### config.mk
export PLATFORM = sky130hd
export DESIGN_NAME = clock_divider_multi
export DESIGN_NICKNAME = d
export VERILOG_FILES = /design/src/rtl/clock_divider_multi.sv
export SDC_FILE = /design/constraint.sdc
export NUM_CORES = 1
export LEC_CHECK = 0
export CAP_MARGIN = 20
export CORE_UTILIZATION = 60
export CTS_BUF_LIST = sky130_fd_sc_hd__clkbuf_4 sky130_fd_sc_hd__clkbuf_8
export DETAILED_ROUTE_END_ITERATION = 12
export GPL_ROUTABILITY_DRIVEN = 0
export PLACE_DENSITY = 0.83
export SKIP_CTS_REPAIR_TIMING = 1
export SLEW_MARGIN = 20
export SYNTH_ARGS = -nofsm -noshare
export SYNTH_HDL_FRONTEND = slang
export SYNTH_SLANG_ARGS = --single-unit
### constraint.sdc
create_clock -name clock_in -period 4.3 [get_ports clock_in]
set_clock_uncertainty 0.15 [all_clocks]
set_input_delay 0.43 -clock clock_in [delete_from_list [all_inputs] [get_ports clock_in]]
set_output_delay 0.43 -clock clock_in [all_outputs]
set_load 0.02 [all_outputs]
### src/rtl/clock_divider_multi.sv
// Multi-channel programmable clock divider. Each channel produces a divided waveform
// and period tick; new period/high settings are shadowed and applied on a period boundary.
module clock_divider_multi #(
    parameter int NUM_CH       = 4,
    parameter int CNT_W        = 24,
    parameter int DEFAULT_DIV  = 2,
    parameter int DEFAULT_HIGH = 1,
    localparam int CH_W        = (NUM_CH > 1) ? $clog2(NUM_CH) : 1
) (
    input  logic              clock_in,
    input  logic              reset_n,
    input  logic [NUM_CH-1:0] en,
    input  logic              wr_en,
    input  logic [CH_W-1:0]   wr_ch,
    input  logic [CNT_W-1:0]  wr_div,
    input  logic [CNT_W-1:0]  wr_high,
    input  logic              restart,
    output logic [NUM_CH-1:0] clk_out,
    output logic [NUM_CH-1:0] tick,
    output logic [NUM_CH-1:0] pending
);

    localparam logic [CNT_W-1:0] DEF_P = (DEFAULT_DIV < 2) ? CNT_W'(2) : CNT_W'(DEFAULT_DIV);
    localparam logic [CNT_W-1:0] DEF_H = CNT_W'(DEFAULT_HIGH);

    typedef enum logic {
        CH_IDLE,
        CH_RUN
    } chState_t;

    chState_t          r_state [NUM_CH];
    logic [CNT_W-1:0]  r_cnt   [NUM_CH];
    logic [CNT_W-1:0]  r_pAct  [NUM_CH];
    logic [CNT_W-1:0]  r_hAct  [NUM_CH];
    logic [CNT_W-1:0]  r_pSh   [NUM_CH];
    logic [CNT_W-1:0]  r_hSh   [NUM_CH];
    logic [NUM_CH-1:0] r_clkOut;
    logic [NUM_CH-1:0] r_tick;
    logic [NUM_CH-1:0] r_pending;

    chState_t          w_stateNext [NUM_CH];
    logic [CNT_W-1:0]  w_cntNext   [NUM_CH];
    logic [CNT_W-1:0]  w_pActNext  [NUM_CH];
    logic [CNT_W-1:0]  w_hActNext  [NUM_CH];
    logic [CNT_W-1:0]  w_pShNext   [NUM_CH];
    logic [CNT_W-1:0]  w_hShNext   [NUM_CH];
    logic [CNT_W-1:0]  w_cntInc    [NUM_CH];
    logic [NUM_CH-1:0] w_clkNext;
    logic [NUM_CH-1:0] w_tickNext;
    logic [NUM_CH-1:0] w_pendNext;
    logic [NUM_CH-1:0] w_wrHit;
    logic [NUM_CH-1:0] w_atEnd;

    logic              w_wrValid;
    logic [CNT_W-1:0]  w_wrDivClamped;

    // A period shorter than two cycles cannot show both levels, so it is stored as 2.
    assign w_wrValid      = wr_en && (int'(wr_ch) < NUM_CH);
    assign w_wrDivClamped = (wr_div < CNT_W'(2)) ? CNT_W'(2) : wr_div;

    // The shadow always follows a write; which boundary copies it into the active set
    // is decided below, so a write on a boundary edge lands in the active set directly.
    always_comb begin
        for (int c = 0; c < NUM_CH; c++) begin
            w_wrHit[c]   = w_wrValid && (wr_ch == CH_W'(c));
            w_pShNext[c] = w_wrHit[c] ? w_wrDivClamped : r_pSh[c];
            w_hShNext[c] = w_wrHit[c] ? wr_high : r_hSh[c];
            w_cntInc[c]  = r_cnt[c] + CNT_W'(1);
            w_atEnd[c]   = (r_cnt[c] == (r_pAct[c] - CNT_W'(1)));
        end
    end

    always_comb begin
        w_clkNext  = r_clkOut;
        w_tickNext = '0;
        w_pendNext = r_pending;
        for (int c = 0; c < NUM_CH; c++) begin
            w_stateNext[c] = r_state[c];
            w_cntNext[c]   = r_cnt[c];
            w_pActNext[c]  = r_pAct[c];
            w_hActNext[c]  = r_hAct[c];

            if (!en[c]) begin
                w_stateNext[c] = CH_IDLE;
                w_cntNext[c]   = '0;
                w_clkNext[c]   = 1'b0;
                w_tickNext[c]  = 1'b0;
                w_pActNext[c]  = w_pShNext[c];
                w_hActNext[c]  = w_hShNext[c];
                w_pendNext[c]  = 1'b0;
            end else if ((r_state[c] == CH_IDLE) || restart || w_atEnd[c]) begin
                // Start, forced restart and natural wrap all begin a fresh period.
                w_stateNext[c] = CH_RUN;
                w_cntNext[c]   = '0;
                w_tickNext[c]  = 1'b1;
                w_pActNext[c]  = w_pShNext[c];
                w_hActNext[c]  = w_hShNext[c];
                w_clkNext[c]   = (w_hShNext[c] != '0);
                w_pendNext[c]  = 1'b0;
            end else begin
                w_cntNext[c]   = w_cntInc[c];
                w_clkNext[c]   = (w_cntInc[c] < r_hAct[c]);
                w_tickNext[c]  = 1'b0;
                w_pendNext[c]  = r_pending[c] | w_wrHit[c];
            end
        end
    end

    always_ff @(posedge clock_in or negedge reset_n) begin
        if (!reset_n) begin
            for (int c = 0; c < NUM_CH; c++) begin
                r_state[c] <= CH_IDLE;
                r_cnt[c]   <= '0;
                r_pAct[c]  <= DEF_P;
                r_hAct[c]  <= DEF_H;
                r_pSh[c]   <= DEF_P;
                r_hSh[c]   <= DEF_H;
            end
            r_clkOut  <= '0;
            r_tick    <= '0;
            r_pending <= '0;
        end else begin
            for (int c = 0; c < NUM_CH; c++) begin
                r_state[c] <= w_stateNext[c];
                r_cnt[c]   <= w_cntNext[c];
                r_pAct[c]  <= w_pActNext[c];
                r_hAct[c]  <= w_hActNext[c];
                r_pSh[c]   <= w_pShNext[c];
                r_hSh[c]   <= w_hShNext[c];
            end
            r_clkOut  <= w_clkNext;
            r_tick    <= w_tickNext;
            r_pending <= w_pendNext;
        end
    end

    assign clk_out = r_clkOut;
    assign tick    = r_tick;
    assign pending = r_pending;

endmodule

Word-level counts from Yosys, hierarchy flattened --
Index checks and enable logic that the tools add are counted.
Operators by class: add/subtract/negate cells 8, $mul 0, divide/modulo/power cells 0, $lt $le $gt $ge 5, equality and inequality tests 11, shift operators 0, multiplexer cells 65, bitwise operators 8, reductions and logical operators 17
Operators by type and width (count):
- $mux 24 | 33
- $add 24x1->24 const B | 4
- $eq 24x24->1 | 4
- $lt 24x24->1 | 4
- $reduce_bool 24->1 | 4
- $sub 24x1->24 const B | 4
- $mux 1 | 32
- $lt 24x2->1 const B | 1
- $logic_or 1x1->1 | 8
- $ne 2x1->1 const B | 4
- $eq 2x2->1 const B | 2
- $logic_and 1x1->1 | 4
- $not 1->1 | 4
- $or 1x1->1 | 4
- $eq 2x1->1 const B | 1
- $logic_not 2->1 | 1
Storage, ports and cells: register bits 496, bits in latches 0, memory bits (writable) 0, ROM bits 0, word-level logic and storage cells 141, memories 0

Logic depth before layout (Yosys ltp) --
Gate-level depths: netlist of the first run.
depth in word-level cells 6, mapped depth 17, mapped depth without buffers 16

Worst setup path after synthesis of the first run --
OpenSTA, ideal clock, no wires.
path kind register to register, from reg r_pAct[51] in the netlist's numbering, to reg r_pAct[66] in the netlist's numbering, library setup time 128 ps, arrival time 3315 ps, slack 707 ps, cell stages (with the launch flop) 13, clock period less this slack 3593 ps, cells stage by stage dfrtp_1 clkbuf_1 or4_1 clkbuf_1 or4_4 nor4_2 xnor2_1 a2111o_1 nor4_2 a21oi_2 nand2_4 buf_4 mux2_1
On the way: word-level cells in the longest chain between the ends 4
Ends and longest elaborated chain:
- start, declared | line 33 | logic [CNT_W-1:0] r_pAct [NUM_CH];
- start signal, assigned by index | line 126 | r_pAct[c] <= w_pActNext[c];
- $sub 24x1->24 | line 69 | w_atEnd[c] = (r_cnt[c] == (r_pAct[c] - CNT_W'(1)));
- $eq 24x24->1 | line 69
- $logic_or 1x1->1 | line 91 | end else if ((r_state[c] == CH_IDLE) || restart || w_atEnd[c]) begin
- $ne 2x1->1 (no line)
Every way passes these cells. A chain may end at the register's enable or synchronous reset.

Worst setup path in the final report of the first run --
from reg r_pAct[30] in the netlist's numbering, to reg r_hAct[25] in the netlist's numbering
On the way: word-level cells in the longest chain between the ends 4
Ends and longest elaborated chain:
- $sub 24x1->24 | line 69
- $eq 24x24->1 | line 69
- $logic_or 1x1->1 | line 91
- $ne 2x1->1 (no line)
- end signal, assigned by index | line 127 | r_hAct[c] <= w_hActNext[c];
- end, declared | line 34 | logic [CNT_W-1:0] r_hAct [NUM_CH];
Every way passes these cells.

==> summary.txt, run 1 <==
Status
  – Run status: complete, no violations

Die
  – I/O pin total: 70
  – Rows: 75
  – Die W: 208 um
  – Die area: 43300 um^2
  – Starting Density: 60.7%
  – Core area: 41900 um^2
  – Die span in y: 208 um

Clock tree
  – CTS Buf Count: 80
  – CTS tree: done
  – TritonCTS Sinks: 496
  – Root buffer cell: clkbuf_8
  – CTS clk-pin slew, worst paths: 60 ps
  – Worst skew pair latency: 640 ps
  – CTS H-tree depth: 3
  – Clk buf depth: 3

Placement
  – # port buffers: 69
  – DP HPWL: 43.9 mm
  – Cells after DPL: 2751
  – Placed Area: 26900 um^2

Critical path
  – Critical path peak fanout: 55
  – Most frequent CP cell: or4_1
  – Worst reg2reg path startpoint: r_pAct[30]$_DFFE_PN0P_
  – Crit path launch: r_pAct[30]$_DFFE_PN0P_
  – Critical path capture point type: flip-flop
  – Delay of the slowest critical-path stage: 510 ps
  – Critical path arrival: 4500 ps
  – Data required, critical path: 4650 ps
  – Critical path startpoint category: flip-flop
  – Crit Path Category: flip-flop to flip-flop
  – Crit-path cells: nor4_4, nand4_2, or4_1, mux2_1, o22ai_1, nand4b_1, or4_1, o211a_4, buf_16, mux2_4
  – Slowest-stage cell, CP: or4_1

Drt
  – Routed WL per cell: 22.3 um
  – Post-DRT Antenna Nets: 0
  – Drt pass-1 iters: 5
  – Number of remaining DRC errors: 0
  – Via count: 17800
  – Vias/cell: 6.15
  – Total wire length: 64.9 mm
  – DR iter-0 viols: 1403

GRT
  – Initial antenna violation count: 7
  – GRT overflow: 0
  – First-pass GRT wire length: 104 mm
  – Largest net degree at the start of global routing: 116
  – Vias in the first global route: 18800
  – GRT Util Overall: 31.0%

Power
  – VDD IR max: 0.000210 V
  – Pwr dens: 443 nW/um^2
  – Lkg Pwr: 13.2 nW

Timing
  – Max Slew Vio Count: 0
  – Final Hold Viols: 0
  – Min Tclk post-route: 4150 ps
  – WHS: 166 ps
  – Worst-Margin Slew: 980 ps
  – Unrepaired setup endpoints after global routing: false
  – Max Fclk: 0.241 GHz
  – Period utilization: 96.4%
  – Final Setup Violations: 0
  – Post-Route Setup TNS: 0 ps
  – Slew headroom: 34.7%

Run
  – Max_cap viols: 0

Logic synthesis
  – Post-synth top cells: 480 x dfrtp_1, 184 x mux2_2, 149 x mux2_1, 131 x inv_1, 115 x xnor2_1
  – Synth top area share: 47.2%
  – Syn Area/Cell: 11.7 um^2
  – Synth area leaders: dfrtp_1 47%, mux2_2 8.1%, mux2_1 6.6%, ha_1 4.9%, xnor2_1 4.0%
  – Post-synth ARST share: 100%
  – Post-synthesis sequential area ratio: 48.8%
  – Post-Synthesis Cells: 2173
  – Yosys cell types: 82
  – Post-synth top flop: dfrtp_1
  – Yosys warns: 0
  – Synthesized area: 25500 um^2
  – Number of synthesized flops with an enable pin: 0
  – Seq cells post-synth: 496
  – Post-synth top area cell: dfrtp_1
  – Syn_nets: 2331
  – Most frequent cell after synthesis: dfrtp_1

Cells and area
  – # nets final: 2454
  – Finished Cell Area: 28800 um^2
  – Non-Filler Instances: 2904
  – Layout Area Growth over Synthesis: 13.0%
  – Layout cell share with drive strength beyond 1: 20.1%

Hold path
  – Worst Hold Class: input pin to flip-flop
  – HP Start: en[0]
logic make-up after synthesis:
logic type,after synthesis,share of synthesized area [%]
and+or+nand+nor,572,12.6
DFF,496,48.8
muxes,389,17.8
buffers and inverters,215,3.59
xor gates and xnor gates,207,7.12
AOI/OAI and AO/OA,193,5.09
adders and majority gates,101,4.95
worst max-delay path: cells and delay by family (launching register included):
kind,cells,cell delay [ps]
flip-flops,1,470
multiplexers,2,660
AO/OA/AOI/OAI,2,570
buffers and inverters,1,270
AND/OR/NAND/NOR,5,1860
routing by layer:
layer	global-route usage [%]	part of all wire, %	routed length (um)	vias to the layer above
li1	-	-	-	7969
met1	40.1	41	26700	9033
met2	48.3	46	29900	652
met3	5.96	6.6	4290	191
met4	19.5	6.1	3940	2
met5	0	0.012	8	-
through the flow:
| step | util [%] | power [mW] | worst slack (ps) |
|---|---|---|---|
| 6_report | 68.6 | 12.8 | 153 |
| 5_1_grt | 68.6 | 13.3 | 3.54 |
| 4_1_cts | 68.5 | 12.8 | 174 |
| 3_5_place_dp | 64.2 | 8.27 | 167 |
| 3_3_place_gp | 64.2 | 8.09 | 249 |
| 2_1_floorplan | - | 7.43 | 707 |
state kept, by name, summed over array words and instances (netlist names):
signal and flops:
clk_out 4, pending 4, r_cnt 96, r_hAct 96
r_hSh 96, r_pAct 96, r_pSh 96, r_state 4
tick 4
placed cells by master (no fill, tap or decap), types with 10 or more instances in the layout:
master | synthesis | final
dfstp_2 | 16 | 16
nand4_1 | 41 | 41
nand2_1 | 63 | 63
buf_4 | 6 | 47
o21ai_0 | 47 | 47
nand2b_1 | 10 | 10
nor2_1 | 86 | 86
xor2_1 | 92 | 92
inv_1 | 131 | 131
clkbuf_4 | 0 | 26
mux2i_1 | 11 | 11
clkinv_2 | 0 | 10
a21oi_1 | 35 | 35
dfrtp_1 | 480 | 480
ha_1 | 100 | 100
mux2_4 | 45 | 45
mux2_2 | 184 | 184
nor4_1 | 53 | 53
and3_1 | 70 | 70
xnor2_1 | 115 | 115
o2111ai_1 | 10 | 10
mux2_1 | 149 | 149
clkbuf_8 | 0 | 108
a2111oi_0 | 10 | 10
nor3_1 | 41 | 41
and2_1 | 33 | 32
or3_1 | 14 | 14
or4_1 | 15 | 15
clkdlybuf4s50_1 | 0 | 68
a21o_1 | 14 | 14
nor2b_1 | 44 | 44
nand3_1 | 56 | 55
power by group:
group / internal [mW] / switching, mW
combinational: 1.10 / 1.22
sequential: 5.41 / 0.532
clock: 2.58 / 1.91
worst paths after layout:
kind | end | cells past startpoint | slack, ps
min | r_state[3]$_DFFE_PN0P_ | 1 | 170
min reg2reg | r_hAct[95]$_DFFE_PN0P_ | 1 | 330
max reg2reg | r_hAct[25]$_DFFE_PN0P_ | 10 | 150
min in group asynchronous | r_pAct[44]$_DFFE_PN0P_ | 2 | 280
max | r_hAct[25]$_DFFE_PN0P_ | 10 | 150
max in group asynchronous | r_pSh[95]$_DFF_PN0_ | 3 | 2570
area by class of cell:
type / instances / area (um^2)
flip-flops and latches: 496 / 12400
diodes: 3 / 7.51
clock buffers: 134 / 1680
well taps: 539 / 674
inverters: 131 / 492
multi-input cells: 1462 / 12100
clock inverters: 14 / 125
repair buffers: 125 / 1230
fillers: 2891 / 13200
No activity file was read; power rests on OpenSTA's default activity.
==> run 2: changes to the inputs <==
- SKIP_CTS_REPAIR_TIMING: 1 -> not set
==> run 2 against run 1 <==
Compared with the run above:
- die area stayed put
- first-iteration DRC count is 3.7% higher
- highest routed layer unchanged
- count of clock-buffer cells in the layout stayed put
- largest cell class unchanged
- critical endpoint is now r_hAct[43]$_DFFE_PN0P_
==> summary.txt, run 2 (synthesis gave the netlist of run 1 again) <==
Power
  – VDD IR max: 0.000210 V (about the same)
  – Cell Int Power: 9.10 mW (about the same)
  – Sw Pwr: 3.66 mW (about the same)
  – Clock network fraction of total power: 35.2% (about the same)
  – Comb pwr share: 18.2% (about the same)
  – Lkg Pwr: 13.2 nW (unchanged)
  – Seq pwr share: 46.6% (about the same)
  – Pwr dens: 443 nW/um^2 (about the same)
  – Total power: 12.8 mW (about the same)
  – Switching Fraction: 28.7% (about the same)

Cells and area
  – Layout cell share with drive strength beyond 1: 20.1% (unchanged)
  – Utilization after layout: 68.6% (about the same)
  – Most frequent cells in the layout: 480 x dfrtp_1, 184 x mux2_2, 149 x mux2_1 (unchanged)
  – # nets final: 2454 (unchanged)
  – Commonest non-fill, non-tap cell in the layout: dfrtp_1 (unchanged)
  – Non-Filler Instances: 2902 (was 2904)
  – Layout Area Growth over Synthesis: 13.0% (about the same)

Clock tree
  – TritonCTS Sinks: 496 (unchanged)
  – Root buffer cell: clkbuf_8 (unchanged)
  – Clk buf depth: 3 (unchanged)
  – CTS clk-pin slew, worst paths: 60 ps (about the same)
  – Worst skew pair latency: 640 ps (about the same)
  – CTS tree: done (unchanged)
  – Post-CTS Setup Bufs: 0
  – CTS Buf Count: 80 (unchanged)
  – CTS H-tree depth: 3 (unchanged)

GRT
  – GRT Util Overall: 31.0% (about the same)
  – Largest net degree at the start of global routing: 116 (unchanged)
  – GRT overflow: 0 (unchanged)
  – First-pass GRT wire length: 104 mm (about the same)
  – Initial antenna violation count: 7 (unchanged)
  – Vias in the first global route: 18800 (about the same)

Die
  – Die W: 208 um (unchanged)
  – Starting Density: 60.7% (unchanged)
  – I/O pin total: 70 (unchanged)
  – Die area: 43300 um^2 (unchanged)
  – Core area: 41900 um^2 (unchanged)
  – Rows: 75 (unchanged)
  – Die span in y: 208 um (unchanged)

Drt
  – Post-DRT Antenna Nets: 0 (unchanged)
  – Number of remaining DRC errors: 0 (unchanged)
  – Drt pass-1 iters: 5 (unchanged)
  – Vias/cell: 6.17 (was 6.15)
  – Via count: 17900 (was 17800)
  – DR iter-0 viols: 1455 (was 1403)
  – Routed WL per cell: 22.3 um (about the same)
  – Total wire length: 64.8 mm (was 64.9 mm)

Critical path
  – Crit path launch: r_pAct[30]$_DFFE_PN0P_ (unchanged)
  – Critical path arrival: 4470 ps (was 4500 ps)
  – Slowest-stage cell, CP: or4_1 (unchanged)
  – Worst reg2reg path startpoint: r_pAct[30]$_DFFE_PN0P_ (unchanged)
  – Critical path peak fanout: 55 (unchanged)
  – Critical path capture point type: flip-flop (unchanged)
  – Flop-to-flop setup slack: 180 ps (was 150 ps)
  – Delay of the slowest critical-path stage: 510 ps (about the same)
  – Data required, critical path: 4650 ps (about the same)
  – Crit path buf inv count: 1 (unchanged)
  – Delay-heaviest family, CP: simple AND/OR/NAND/NOR gates (unchanged)
  – Critical path startpoint category: flip-flop (unchanged)
  – Most frequent CP cell: or4_1 (unchanged)
  – Crit Path Category: flip-flop to flip-flop (unchanged)
  – Crit-path cells: nor4_4, nand4_2, or4_1, mux2_1, o22ai_1, nand4b_1, or4_1, o211a_4, buf_16, mux2_4 (unchanged)

Timing
  – Slew headroom: 37.3% (was 34.7%)
  – Max Slew Vio Count: 0 (unchanged)
  – Max Fclk: 0.243 GHz (was 0.241 GHz)
  – Final Setup Violations: 0 (unchanged)
  – Unrepaired setup endpoints after global routing: false (unchanged)
  – Final Hold Viols: 0 (unchanged)
  – Post-Route Setup TNS: 0 ps (unchanged)
  – Worst-Margin Slew: 940 ps (was 980 ps)
  – Min Tclk post-route: 4120 ps (was 4150 ps)
  – Period utilization: 95.8% (was 96.4%)

Placement
  – Cells after DPL: 2751 (unchanged)
  – DP HPWL: 43.9 mm (unchanged)
  – # port buffers: 69 (unchanged)

Run
  – Max_cap viols: 0 (unchanged)

Hold path
  – Worst Hold Class: input pin to flip-flop (unchanged)
  – HP Start: en[0] (unchanged)

Status
  – Run status: complete, no violations (unchanged)
-- run 2: cell types whose count changed in the layout (fill, tap and decap cells not counted) --
| cell | previous run | this run |
|---|---|---|
| diode_2 | 3 | 1 |
-- run 2: through the flow --
stage,hold slack (ps),setup WS [ps],cell area (um^2)
after floorplan,-15.6,707,25500
after global placement,317,249,26900
after detailed placement,326,167,26900
after CTS,131,174,28800
after global routing,157,3.54,28800
final,166,179,28800
-- run 2: path summary, 6_finish.rpt --
| check | to | depth (start not counted) |
|---|---|---|
| worst max-delay path | r_hAct[43]$_DFFE_PN0P_ | 10 |
| worst min-delay path | r_state[3]$_DFFE_PN0P_ | 1 |
| worst max register to register | r_hAct[43]$_DFFE_PN0P_ | 10 |
| worst min register to register | r_hAct[95]$_DFFE_PN0P_ | 1 |
| max in group asynchronous | r_pSh[95]$_DFF_PN0_ | 3 |
| min in group asynchronous | r_pAct[44]$_DFFE_PN0P_ | 2 |
-- run 2: metal layers --
metal | part of all wire, % | global-route usage, % | vias up | wire length [um]
met4 | 6.3 | 19.5 | 2 | 4100
met1 | 41 | 40.1 | 9039 | 26500
met5 | 0.012 | 0 | - | 8
met3 | 6.9 | 5.96 | 197 | 4500
met2 | 46 | 48.3 | 700 | 29700
li1 | - | - | 7978 | -
-- run 2: area by class of cell --
type	instances	area, um^2
Fill cell	2890	13200
Sequential cell	496	12400
Multi-Input combinational cell	1462	12100
Clock buffer	134	1680
Timing Repair Buffer	125	1230
Tap cell	539	674
Inverter	131	492
Clock inverter	14	125
Antenna cell	1	2.50
-- run 2: power groups by stage --
stage	Combinational, mW	Sequential (mW)	Clock, mW
after CTS	2.30	5.93	4.55
after floorplan	1.63	5.80	0
after global placement	2.13	5.95	0
final	2.32	5.95	4.49
after detailed placement	2.27	6.00	0
after global routing	2.53	6.03	4.77
-- run 2: what timing repair did --
action,CTS,global route
setup endpoints to repair,0,1
endpoints found under the hold margin,108,0
resized for setup,0,0
hold buffers,1,0
==> run 3: changes to the inputs <==
- CORE_ASPECT_RATIO: not set -> 0.5
==> run 3 against run 2 <==
Compared with the run above:
- critical path depth unchanged
- count of clock-buffer cells in the layout shrank 20
- sequential power about the same
- critical endpoint is now r_pAct[58]$_DFFE_PN0P_
- fmax grew 3.9%
- clock power fell by 12%
- highest routed layer is now met4
- largest cell class unchanged
==> summary.txt, run 3 (synthesis gave the netlist of run 1 again) <==
GRT
  – Initial antenna violation count: 6 (was 7)
  – Largest net degree at the start of global routing: 157 (was 116)
  – GRT overflow: 0 (unchanged)
  – First-pass GRT wire length: 99.7 mm (was 104 mm)
  – Vias in the first global route: 17600 (was 18800)
  – GRT Util Overall: 30.1% (was 31.0%)

Critical path
  – Data required, critical path: 4650 ps (about the same)
  – RR Endpoint: r_pAct[58]$_DFFE_PN0P_ (was r_hAct[43]$_DFFE_PN0P_)
  – Critical path capture point type: flip-flop (unchanged)
  – Crit Path Category: flip-flop to flip-flop (unchanged)
  – Worst reg2reg path startpoint: r_pAct[60]$_DFFE_PN0P_ (was r_pAct[30]$_DFFE_PN0P_)
  – Critical path peak fanout: 20 (was 55)
  – Critical path arrival: 4310 ps (was 4470 ps)
  – Reg2Reg Depth: 10 (unchanged)
  – Flop-to-flop setup slack: 330 ps (was 180 ps)
  – Critical path startpoint category: flip-flop (unchanged)

Timing
  – Unrepaired setup endpoints after global routing: false (unchanged)
  – Min Tclk post-route: 3970 ps (was 4120 ps)
  – Worst-Margin Slew: 808 ps (was 940 ps)
  – Max Fclk: 0.252 GHz (was 0.243 GHz)
  – Final Hold Viols: 0 (unchanged)
  – Period utilization: 92.3% (was 95.8%)
  – Max Slew Vio Count: 0 (unchanged)
  – Slew headroom: 46.1% (was 37.3%)
  – WHS: 151 ps (was 166 ps)
  – Post-Route Setup TNS: 0 ps (unchanged)
  – Final Setup Violations: 0 (unchanged)

Drt
  – Total wire length: 63.8 mm (was 64.8 mm)
  – Routed WL per cell: 22.0 um (was 22.3 um)
  – Via count: 17800 (was 17900)
  – Number of remaining DRC errors: 0 (unchanged)
  – Drt pass-1 iters: 5 (unchanged)
  – DR iter-0 viols: 1743 (was 1455)
  – Post-DRT Antenna Nets: 0 (unchanged)
  – Vias/cell: 6.12 (was 6.17)

Cells and area
  – # nets final: 2439 (was 2454)
  – Ant. Diodes: 0 (was 1)
  – Layout Area Growth over Synthesis: 11.9% (was 13.0%)
  – Layout cell share with drive strength beyond 1: 19.1% (was 20.1%)
  – Most frequent cells in the layout: 480 x dfrtp_1, 184 x mux2_2, 149 x mux2_1 (unchanged)
  – Commonest non-fill, non-tap cell in the layout: dfrtp_1 (unchanged)
  – FILL cells: 2814 (was 2890)

Run
  – Max_cap viols: 0 (unchanged)

Clock tree
  – TritonCTS Sinks: 496 (unchanged)
  – Clk buf depth: 3 (unchanged)
  – Root buffer cell: clkbuf_8 (unchanged)
  – CTS H-tree depth: 3 (unchanged)
  – CTS tree: done (unchanged)
  – Worst skew pair latency: 630 ps (was 640 ps)
  – CTS Buf Count: 70 (was 80)
  – CTS clk-pin slew, worst paths: 70 ps (was 60 ps)

Hold path
  – WHS Endpoint: r_state[3]$_DFFE_PN0P_ (unchanged)
  – Hold depth: 1 (unchanged)
  – Worst Hold Class: input pin to flip-flop (unchanged)
  – HP Start: en[0] (unchanged)

Die
  – Rows: 52 (was 75)
  – Die W: 293 um (was 208 um)
  – Die area: 43300 um^2 (about the same)
  – Die span in y: 148 um (was 208 um)
  – Core area: 41100 um^2 (was 41900 um^2)
  – Starting Density: 61.9% (was 60.7%)
  – I/O pin total: 70 (unchanged)

Power
  – Pwr dens: 428 nW/um^2 (was 443 nW/um^2)
  – VDD IR max: 0.000219 V (was 0.000210 V)
  – Lkg Pwr: 13.0 nW (was 13.2 nW)

Placement
  – DP HPWL: 43.5 mm (was 43.9 mm)
  – # port buffers: 69 (unchanged)

Status
  – Run status: complete, no violations (unchanged)
[run 3: cell count changes in the layout (fill, tap and decap cells not counted), moves of 4 or more]
cell	change
buf_12	+4
clkbuf_8	-20
clkinv_2	-4
buf_4	-8
[run 3: how the worst max path moves through the flow]
stage	startpoint	endpoint	slack (ps)	depth (start not counted)
after floorplan	r_pAct[51]$_DFFE_PN0P_	r_pAct[66]$_DFFE_PN0P_	710	12
after global placement	r_pAct[60]$_DFFE_PN0P_	r_pAct[54]$_DFFE_PN0P_	480	10
after detailed placement	r_pAct[60]$_DFFE_PN0P_	r_hAct[51]$_DFFE_PN0P_	350	10
after CTS	r_pAct[60]$_DFFE_PN0P_	r_pAct[58]$_DFFE_PN0P_	320	10
after global routing	r_pAct[60]$_DFFE_PN0P_	r_pAct[58]$_DFFE_PN0P_	40	10
final	r_pAct[60]$_DFFE_PN0P_	r_pAct[58]$_DFFE_PN0P_	330	10
[run 3: metrics by stage]
stage          cells  power (mW)  setup WS (ps)  instance area (um^2)  util (%)
6_report        2901        12.2            333                 28500      69.3
5_1_grt         2901        12.7           38.2                 28500      69.3
4_1_cts         2901        12.2            315                 28500      69.3
3_5_place_dp    2775        8.25            349                 27000      65.6
3_3_place_gp    2775        8.10            481                 27000      65.6
2_1_floorplan   2173        7.43            707                 25500         -
[run 3: routing by layer]
metal / track usage [%] / vias to the layer above / part of all wire [%]
li1: - / 7932 / -
met1: 42.7 / 8972 / 44
met2: 45.1 / 709 / 44
met3: 6.00 / 154 / 7.5
met4: 13.3 / 0 / 4.2
met5: 0 / - / 0
[run 3: repair_timing]
item / 4_1_cts / 5_1_grt
resized for setup: 0 / 0
setup buffers: 0 / 0
hold endpoints to repair: 54 / 0
hold buffers: 1 / 0
[run 3: layout make-up]
| type | instances | area [um^2] | share of cell area, % |
|---|---|---|---|
| clock buffers | 114 | 1410 | 4.93 |
| clock inverters | 11 | 91.3 | 0.320 |
| inverters | 131 | 492 | 1.73 |
| well taps | 567 | 709 | 2.49 |
| repair buffers | 120 | 1220 | 4.28 |
| multi-input cells | 1462 | 12100 | 42.6 |
| flip-flops and latches | 496 | 12400 | 43.6 |
[run 3: worst max-delay path: stages, from the launching register on]
cell	delay (ps)
dfrtp_1	460
or4_1	660
or4_1	560
nor3_2	270
xnor2_1	170
mux2i_1	80
a2111oi_0	540
a21oi_2	150
nand2_4	240
buf_12	210
mux2_1	350
[run 3: report_power, final]
group | total (mW) | switching [mW] | leakage, nW | internal (mW)
logic | 2.29 | 1.20 | 6.15 | 1.10
clock network | 3.93 | 1.80 | 0.795 | 2.13
registers | 5.97 | 0.554 | 6.06 | 5.41
total | 12.2 | 3.55 | 13.0 | 8.64
